<file path="config.mk">
export PLATFORM = sky130hd
export DESIGN_NAME = sonar_sweep_uc_flat
export DESIGN_NICKNAME = d
export VERILOG_FILES = /design/src/rtl/sonar_sweep_uc_if.sv /design/src/rtl/sonar_sweep_uc.sv /design/src/flat_wrapper.sv
export SDC_FILE = /design/constraint.sdc
export NUM_CORES = 1
export LEC_CHECK = 0
export CAP_MARGIN = 0
export CORE_UTILIZATION = 45
export CTS_CLUSTER_DIAMETER = 150
export DETAILED_ROUTE_END_ITERATION = 10
export GPL_TIMING_DRIVEN = 0
export PLACE_DENSITY = 0.73
export SYNTH_ARGS = -nofsm -noshare
export SYNTH_HDL_FRONTEND = slang
export SYNTH_SLANG_ARGS = --single-unit
</file>
<file path="constraint.sdc">
create_clock -name clock_i -period 2.58 [get_ports clock_i]
set_clock_uncertainty 0.1 [all_clocks]
set_input_delay 0.516 -clock clock_i [delete_from_list [all_inputs] [get_ports clock_i]]
set_output_delay 0.516 -clock clock_i [all_outputs]
set_load 0.02 [all_outputs]
</file>
<file path="src/rtl/sonar_sweep_uc_if.sv">
// Control/status bundle between the sonar sweep sequencer and its
// environment (servo, distance unit, serial unit).
interface sonar_sweep_uc_if #(
  parameter int POS_W = 3
);
  logic             ligar;
  logic             modo;
  logic             medida_pronto;
  logic             envio_pronto;
  logic [POS_W-1:0] posicao;
  logic             medir;
  logic             transmitir;
  logic             erro_medida;
  logic             pronto;
  logic [3:0]       db_estado;

  modport master (
    output ligar, modo, medida_pronto, envio_pronto,
    input  posicao, medir, transmitir, erro_medida, pronto, db_estado
  );

  modport slave (
    input  ligar, modo, medida_pronto, envio_pronto,
    output posicao, medir, transmitir, erro_medida, pronto, db_estado
  );
endinterface

</file>
<file path="src/rtl/sonar_sweep_uc.sv">
// Sonar sweep sequencer: steps a servo across N_POS positions, triggering a
// measurement and a transmission at each, in single or back-and-forth mode.
module sonar_sweep_uc #(
  parameter int N_POS          = 8,
  parameter int POS_W          = 3,
  parameter int SETTLE_CYCLES  = 1000,
  parameter int TIMEOUT_CYCLES = 500,
  parameter int WAIT_CYCLES    = 200,
  parameter int MAX_RETRY      = 2,
  parameter int TIMER_W        = 32
) (
  input logic             clock_i,
  input logic             reset_i,
  sonar_sweep_uc_if.slave bus
);

  localparam int RETRY_W = $clog2(MAX_RETRY + 2);
  localparam logic [POS_W-1:0] LAST = POS_W'(N_POS - 1);

  typedef enum logic [3:0] {
    INICIAL             = 4'h0,
    POSICIONA           = 4'h1,
    FAZ_MEDIDA          = 4'h2,
    AGUARDA_MEDIDA      = 4'h3,
    FAZ_TRANSMISSAO     = 4'h4,
    AGUARDA_TRANSMISSAO = 4'h5,
    AGUARDA_TEMPO       = 4'h6,
    PROXIMA             = 4'h7,
    FIM                 = 4'hF
  } state_t;

  state_t               state_q, state_d;
  logic [TIMER_W-1:0]   timer_q, timer_d;
  logic [POS_W-1:0]     pos_q, pos_d;
  logic                 dir_dn_q, dir_dn_d;
  logic [RETRY_W-1:0]   retry_q, retry_d;
  logic                 erro_q, erro_d;
  logic                 modo_q, modo_d;

  always_ff @(posedge clock_i) begin
    if (reset_i) begin
      state_q  <= INICIAL;
      timer_q  <= '0;
      pos_q    <= '0;
      dir_dn_q <= 1'b0;
      retry_q  <= '0;
      erro_q   <= 1'b0;
      modo_q   <= 1'b0;
    end else begin
      state_q  <= state_d;
      timer_q  <= timer_d;
      pos_q    <= pos_d;
      dir_dn_q <= dir_dn_d;
      retry_q  <= retry_d;
      erro_q   <= erro_d;
      modo_q   <= modo_d;
    end
  end

  always_comb begin
    state_d  = state_q;
    timer_d  = timer_q + 1'b1;
    pos_d    = pos_q;
    dir_dn_d = dir_dn_q;
    retry_d  = retry_q;
    erro_d   = erro_q;
    modo_d   = modo_q;
    case (state_q)
      INICIAL: if (bus.ligar) begin
        state_d = POSICIONA;
        modo_d  = bus.modo;
      end
      POSICIONA:
        if (timer_q == TIMER_W'(SETTLE_CYCLES - 1)) state_d = FAZ_MEDIDA;
      FAZ_MEDIDA: state_d = AGUARDA_MEDIDA;
      // a completion landing in the timeout cycle is still a good measurement
      AGUARDA_MEDIDA:
        if (bus.medida_pronto) state_d = FAZ_TRANSMISSAO;
        else if (timer_q == TIMER_W'(TIMEOUT_CYCLES - 1)) begin
          if (retry_q < RETRY_W'(MAX_RETRY)) begin
            retry_d = retry_q + 1'b1;
            state_d = FAZ_MEDIDA;
          end else begin
            erro_d  = 1'b1;
            state_d = FAZ_TRANSMISSAO;
          end
        end
      FAZ_TRANSMISSAO: state_d = AGUARDA_TRANSMISSAO;
      AGUARDA_TRANSMISSAO: if (bus.envio_pronto) state_d = AGUARDA_TEMPO;
      AGUARDA_TEMPO:
        if (timer_q == TIMER_W'(WAIT_CYCLES - 1)) state_d = PROXIMA;
      PROXIMA: begin
        erro_d  = 1'b0;
        retry_d = '0;
        if (!modo_q && pos_q == LAST) state_d = FIM;
        else begin
          state_d = POSICIONA;
          if (!dir_dn_q) begin
            if (pos_q == LAST) begin
              dir_dn_d = 1'b1;
              pos_d    = pos_q - 1'b1;
            end else pos_d = pos_q + 1'b1;
          end else begin
            if (pos_q == '0) begin
              dir_dn_d = 1'b0;
              pos_d    = pos_q + 1'b1;
            end else pos_d = pos_q - 1'b1;
          end
        end
      end
      FIM:     state_d = INICIAL;
      default: state_d = INICIAL;
    endcase
    if (!bus.ligar) state_d = INICIAL;
    // each timed state starts counting from zero on entry
    if (state_d != state_q) timer_d = '0;
    if (state_d == INICIAL) begin
      timer_d  = '0;
      pos_d    = '0;
      dir_dn_d = 1'b0;
      retry_d  = '0;
      erro_d   = 1'b0;
    end
  end

  assign bus.posicao     = pos_q;
  assign bus.medir       = (state_q == FAZ_MEDIDA);
  assign bus.transmitir  = (state_q == FAZ_TRANSMISSAO);
  assign bus.pronto      = (state_q == FIM);
  assign bus.erro_medida = erro_q;
  assign bus.db_estado   = state_q;

endmodule

</file>
<file path="src/flat_wrapper.sv">
// flat-port wrapper written by rule: the top's interface ports become plain ports
module sonar_sweep_uc_flat 
#(
  parameter int N_POS          = 8,
  parameter int POS_W          = 3,
  parameter int SETTLE_CYCLES  = 1000,
  parameter int TIMEOUT_CYCLES = 500,
  parameter int WAIT_CYCLES    = 200,
  parameter int MAX_RETRY      = 2,
  parameter int TIMER_W        = 32
)
  (clock_i, reset_i, bus_ligar, bus_modo, bus_medida_pronto, bus_envio_pronto, bus_posicao, bus_medir, bus_transmitir, bus_erro_medida, bus_pronto, bus_db_estado);
  sonar_sweep_uc_if #(.POS_W(POS_W)) bus_i ();
  input logic clock_i;
  input logic reset_i;
  input wire logic [$bits(bus_i.ligar)-1:0] bus_ligar;
  input wire logic [$bits(bus_i.modo)-1:0] bus_modo;
  input wire logic [$bits(bus_i.medida_pronto)-1:0] bus_medida_pronto;
  input wire logic [$bits(bus_i.envio_pronto)-1:0] bus_envio_pronto;
  output wire logic [$bits(bus_i.posicao)-1:0] bus_posicao;
  output wire logic [$bits(bus_i.medir)-1:0] bus_medir;
  output wire logic [$bits(bus_i.transmitir)-1:0] bus_transmitir;
  output wire logic [$bits(bus_i.erro_medida)-1:0] bus_erro_medida;
  output wire logic [$bits(bus_i.pronto)-1:0] bus_pronto;
  output wire logic [$bits(bus_i.db_estado)-1:0] bus_db_estado;
  assign bus_i.ligar = bus_ligar;
  assign bus_i.modo = bus_modo;
  assign bus_i.medida_pronto = bus_medida_pronto;
  assign bus_i.envio_pronto = bus_envio_pronto;
  assign bus_posicao = bus_i.posicao;
  assign bus_medir = bus_i.medir;
  assign bus_transmitir = bus_i.transmitir;
  assign bus_erro_medida = bus_i.erro_medida;
  assign bus_pronto = bus_i.pronto;
  assign bus_db_estado = bus_i.db_estado;
  sonar_sweep_uc #(.N_POS(N_POS), .POS_W(POS_W), .SETTLE_CYCLES(SETTLE_CYCLES), .TIMEOUT_CYCLES(TIMEOUT_CYCLES), .WAIT_CYCLES(WAIT_CYCLES), .MAX_RETRY(MAX_RETRY), .TIMER_W(TIMER_W)) u_core (.clock_i(clock_i), .reset_i(reset_i), .bus(bus_i));
endmodule
</file>
Yosys cells after proc, flatten, opt, wreduce, memory -nomap -nowiden
Cells that the tools add are included.
W data, S select, Z words.

word-level totals
  register bits after elaboration = 44
  bits in latches = 0
  memory bits (read-only) = 0
  RAM bits = 0
  memories = 0
  bits of input ports = 6
  word-level logic and storage cells = 65
  output and inout port bits = 11

operators by class
  magnitude comparators = 1
  div/mod/pow operators = 0
  multiply operators = 0
  reduce and logical (&&, ||, !) cells = 12
  shift-type cells = 0
  bitwise gates (word level) = 1
  mux-type cells = 23
  eq/ne operators = 17
  $add $sub $neg = 4

operator list
  operator                 count
  $add A32 B1 Y32 const B  1
  $eq A32 B10 Y1 const B   1
  $eq A32 B8 Y1 const B    1
  $eq A32 B9 Y1 const B    1
  $pmux W4 S8              1
  $mux W4                  7
  $eq A4 B3 Y1 const B     4
  $mux W3                  4
  $eq A4 B2 Y1 const B     2
  $logic_not A4 Y1         2
  $reduce_and A4 Y1        2
  $mux W1                  6
  $mux W2                  3
  $eq A4 B1 Y1 const B     1
  $eq A4 B4 Y1 const B     1
  $ne A2 B1 Y1 const B     2
  $ne A2 B2 Y1 const B     2
  $ne A4 B4 Y1             1
  $pmux W2 S2              1
  $reduce_and A2 Y1        2
  $add A3 B1 Y3 const B    1
  $eq A3 B3 Y1 const B     1
  $logic_not A3 Y1         1
  $reduce_or A3 Y1         1
  9 further kinds          9

Longest topological paths before layout
  depth in word-level cells = 8
  depth in mapped cells = 8
  depth with buffers taken out = 7

Worst setup path after synthesis
Ideal clock, no wire load.

  kind = register -> register
  from = register u_core.timer_q[0]
  to = register u_core.retry_q[0]
  arrival time = 2037 ps
  setup time = 87 ps
  period minus slack after synthesis = 2224 ps
  data required time = 2393 ps
  buffers on the path = 0
  stages on the path, launching flop included = 7
  setup slack = 356 ps
  path through = dfxtp_1 -> ha_1 -> or4bb_1 -> nor4_2 -> a41oi_1 -> or4b_1 -> o31ai_1

between the ends
  word-level cells in the longest chain between the ends = 7
  elaborated cells on any way between the ends = 13
  those cells by class = eq/ne: 4; mux: 6; reduce/logical: 3

RTL lines
  element                     RTL line               source
  from (decl)                 sonar_sweep_uc.sv:33   logic [TIMER_W-1:0] timer_q, timer_d;
  from (signal assigned)      sonar_sweep_uc.sv:51   timer_q <= timer_d;
  $eq A32 B9 Y1               sonar_sweep_uc.sv:79   else if (timer_q == TIMER_W'(TIMEOUT_CYCLES - 1)) begin
  $mux W4                     sonar_sweep_uc.sv:79
  $mux W4                     sonar_sweep_uc.sv:78   if (bus.medida_pronto) state_d = FAZ_TRANSMISSAO;
  $pmux W4 S8                 sonar_sweep_uc.sv:68   case (state_q)
  $mux W4                     sonar_sweep_uc.sv:114  if (!bus.ligar) state_d = INICIAL;
  $logic_not A4 Y1            sonar_sweep_uc.sv:117  if (state_d == INICIAL) begin
  $reduce_or A2 Y1 (no line)  n/a
  to (signal assigned)        sonar_sweep_uc.sv:54   retry_q <= retry_d;
  to (decl)                   sonar_sweep_uc.sv:36   logic [RETRY_W-1:0] retry_q, retry_d;

Parallel ways exist; a longest one is shown, timed or not.
A chain may end at the register's enable or synchronous reset.

Final worst setup path
  from = input bus_ligar
  to = register u_core.retry_q[0]

between the ends
  word-level cells in the longest chain between the ends = 3

RTL lines
  element                     RTL line               source
  from (decl)                 flat_wrapper.sv:16     input wire logic [$bits(bus_i.ligar)-1:0] bus_ligar;
  $mux W4                     sonar_sweep_uc.sv:114
  $logic_not A4 Y1            sonar_sweep_uc.sv:117
  $reduce_or A2 Y1 (no line)  n/a

Every way passes these cells.

==> PnR_summary.wiki <==
{| class="wikitable"
! Metric !! Value
|-
| Count of state elements after synthesis || between 40 and 50
|-
| Total Negative Setup Slacks || 0 ns
|-
| Worst R2R Path Depth || 7
|-
| Worst ir drop on vdd || around 250 uV
|-
| Detailed-routing iteration count for the pre-antenna-repair pass || 4
|-
| Critical path destination || u_core.retry_q[0]
|-
| Number of nets at the end of the flow || between 300 and 400
|-
| Fill cell total of the finished layout || between 400 and 500
|-
| Die Height || between 70 and 80 um
|-
| Post-Synthesis Cell Area || about 0.0024 sq mm
|-
| H-Tree Depth || 2
|-
| Met2 layer wire length in the routed design || around 2.4 mm
|-
| Global-route wire length before repair || approximately 8.4 mm
|-
| Antenna diode instance count || 0
|-
| Cell types with the highest counts after synthesis || dfxtp_1 (44), nor2_1 (32), nand2_1 (21), xor2_1 (16), nand3_1 (14)
|-
| Area share of the leading cell type in the synthesized netlist || between 30% and 40%
|-
| Maximum cell stage delay along the critical path || around 0.60 ns
|-
| Pwr per Cell Area || between 400 and 500 mW/mm^2
|-
| Area of the multi-input gates || ~0.0014 sq mm
|-
| Ratio of routed vias to standard cells || 5.56
|-
| Number of buffers inserted during clock tree synthesis || 5
|-
| Worst Hold Slack || about 0.37 ns
|-
| Number of input and output port buffers inserted || 16
|-
| Total of max-cap violations || 0
|-
| Result of the run || finished, final reports clean
|-
| Type of element launching the critical path || input port
|-
| Sequential Power Share || between 50% and 60%
|-
| Final hold violation count || 0
|-
| Worst-path clk slew || roughly 0.07 ns
|-
| Largest net degree at the start of global routing || 13
|-
| Via count of the first global-routing pass || roughly 1900
|-
| Number of synthesized flops with an enable pin || 0
|-
| Cell type contributing the most total cell area after synthesis || dfxtp_1
|-
| Min cycle time layout || between 2 and 2.5 ns
|-
| Synth cell types || 51
|-
| GPL Wtd Cong || roughly 0.84
|-
| Routed wire length on met3 || roughly 180 um
|-
| Sw Ratio || 20.2%
|-
| Cell internal power dissipation || 0.000979 W
|-
| Area taken by flip-flops and latches || around 880 sq um
|-
| Relative max-transition margin || 46.8%
|-
| Fraction of layout instances using a drive strength above 1 || under 10%
|-
| Total number of vias || about 2100
|-
| Starting utilization of the core area || 46.8%
|-
| Worst-Margin Slew || 0.792 ns
|-
| WL final || 5.18 mm
|-
| Largest driver fanout on the critical path || 11
|-
| Crit path arrival time || ~2.5 ns
|-
| Number of antenna violations at the first check in global routing || 0
|-
| R2R Path End || u_core.timer_q[2]
|-
| Most used standard cell by instance count after synthesis || dfxtp_1
|-
| DIE WIDTH || around 75 um
|-
| Share of the cycle needed by the critical path after routing || about 93%
|-
| Area of the core || roughly 0.005 sq mm
|-
| Library cell contributing the largest single delay on the critical path || or3b_2
|-
| Worst Hold Class || reg -> reg
|-
| Net count after synthesis || between 200 and 300
|-
| Overall global routing resource usage || between 10% and 20%
|-
| Num Clock Sinks || 44
|-
| Final number of max-transition violations || 0
|-
| M1 wire length || 2.55 mm
|-
| Syn_area_per_cell || 8.44 sq um
|-
| Detailed placement HPWL || ~3.7 mm
|-
| Placed cell count || about 370
|-
| Setup CP Type || in -> reg
|-
| Grt total ovfl || 0
|-
| Clk Latency, worst-skew pair || between 0.2 and 0.3 ns
|-
| Reg2reg setup slack || between 0.15 and 0.2 ns
|-
| Startpoint of the lowest-slack register-to-register path || u_core.timer_q[0]
|-
| Highest Clock Rate || between 400 and 500 MHz
|-
| CTS tree || yes
|-
| Worst hold path cell count || 1
|-
| Utilization after layout || about 55%
|-
| Count of cell instances traversed by the critical path || 5
|-
| Area contributors post-synth || dfxtp_1 (37%), xor2_1 (5.9%), nor2_1 (5.0%)
|-
| Clock Tree Buf Depth || 2
|-
| Die Footprint || ~0.0056 sq mm
|-
| Number of routed nets with antenna violations || 0
|-
| Synth-to-layout area growth || 16.6%
|-
| Count of mapped cells out of synthesis || 283
|-
| Fraction of registers with async set or reset after synthesis || 0%
|-
| Worst path cell trace || clkdlybuf4s50_1 -> or3b_2 -> a31oi_1 -> or4b_1 -> o31ai_1
|-
| NetSw || 0.000248 W
|-
| Number of design rule violations left after detail routing || 0
|-
| Drt first-iter violations || 98
|-
| Core Rows || 26
|-
| CP Capture Type || flop
|-
| Critical path buffer and inverter count || 1
|-
| Share of synthesized area occupied by flip-flops and latches || between 30% and 40%
|-
| Warnings from Yosys || 0
|-
| Setup Viol. Count Final || 0
|-
| Ports || 17
|-
| Total Power || roughly 0.0012 W
|-
| Highest Signal Layer || met4
|-
| Fraction of power consumed by combinational cells || ~3.7%
|-
| Critical Path Start || bus_ligar
|-
| Final Non-Filler Cells || roughly 380
|-
| Cell at the root of the clock tree || clkbuf_8
|-
| Required time of the critical path || roughly 2.7 ns
|-
| Unrepaired setup endpoints after global routing || no
|-
| Leakage dissipation || 0.870 nW
|-
| Detail-routed net length per standard cell || 13.7 um
|-
| Fraction of power consumed by the clock network || about two fifths
|-
| Most instantiated flip-flop cell in the synthesis netlist || dfxtp_1
|-
| CP delay by family, top || simple AND/OR/NAND/NOR gates
|}
## cell families (layout without fill, tap and decap cells)
kind of cell	Yosys count	after routing	synth area share, %
AO/OA/AOI/OAI	50	50	14.4
XOR/XNOR	27	27	9.90
adder cells (fa/ha/maj)	5	5	2.62
buffers and inverters	25	50	4.40
flip-flops	44	44	36.9
multiplexers	2	2	0.891
AND/OR/NAND/NOR	130	130	31.0
## placed cells by master (no fill, tap or decap), types with 3 or more instances in the layout
cell type,n
nor4_4,3
nor3_1,5
clkdlybuf4s50_1,15
nand2_1,21
nand4_1,12
o21ai_0,11
nor2_1,32
nand3_1,14
nor4_1,9
inv_1,12
ha_1,5
nor2b_1,4
and4_1,3
clkbuf_1,5
clkbuf_2,3
buf_2,3
xor2_1,16
xnor2_1,11
a211oi_1,10
buf_4,4
a21oi_1,10
and3_1,5
clkbuf_8,5
or3_1,5
dfxtp_1,44
## worst register-to-register path: cells and delay by family, from the launching register on
family	cells	cell delay, ns
simple gates	3	0.97
flops	1	0.38
fa+ha+maj	1	0.24
buf+inv	1	0.19
compound gates	2	0.38
## worst min path at each step
stage / to / slack, ns / start
after floorplan: u_core.modo_q / 0.34 / u_core.modo_q
after global placement: u_core.bus.erro_medida / 0.35 / u_core.bus.erro_medida
after detailed placement: u_core.bus.erro_medida / 0.36 / u_core.bus.erro_medida
after CTS: u_core.bus.erro_medida / 0.38 / u_core.bus.erro_medida
after global routing: u_core.modo_q / 0.40 / u_core.modo_q
final: u_core.bus.erro_medida / 0.37 / u_core.bus.erro_medida
## through the flow
stage / setup slack, ns / area (sq um)
3_5_place_dp: -0.239 / 2640
3_3_place_gp: -0.190 / 2640
6_report: 0.188 / 2790
4_1_cts: 0.0668 / 2740
2_1_floorplan: 0.356 / 2390
5_1_grt: 0.0318 / 2790
## per-layer routing
layer	up-vias	global-route usage, %
li1	1076	-
met2	43	30.1
met1	976	26.2
met4	0	8.39
met5	-	0
met3	7	4.28
## layout make-up
cell class | count | share of cell area (%)
tap | 70 | 3.14
clock buffer | 5 | 2.47
buffer | 12 | 2.16
timing repair buffer | 20 | 6.78
multi-input combinational | 214 | 51.1
inverter | 12 | 1.62
clock inverter | 1 | 1.08
sequential | 44 | 31.6
## power groups by stage
stage,combinational (W),clock [W],sequential (W)
after floorplan,0.0000232,0,0.000700
after global placement,0.0000411,0,0.000699
after detailed placement,0.0000415,0,0.000699
after CTS,0.0000418,0.000509,0.000683
after global routing,0.0000495,0.000538,0.000684
final,0.0000453,0.000499,0.000683
## sequential cells by signal, indices dropped and copies added, names as in the netlist
name,cells
u_core.bus.posicao,3
u_core.modo_q,1
u_core.timer_q,32
u_core.bus.db_estado,4
u_core.retry_q,2
u_core.dir_dn_q,1
u_core.bus.erro_medida,1
## what timing repair did
item,in CTS,in global routing
setup buffers,0,4
setup endpoints to repair,1,35
endpoints found under the hold margin,0,0
pin swaps,0,2
hold buffers,0,0
resized for setup,2,8
No activity file was read; power rests on OpenSTA's default activity.
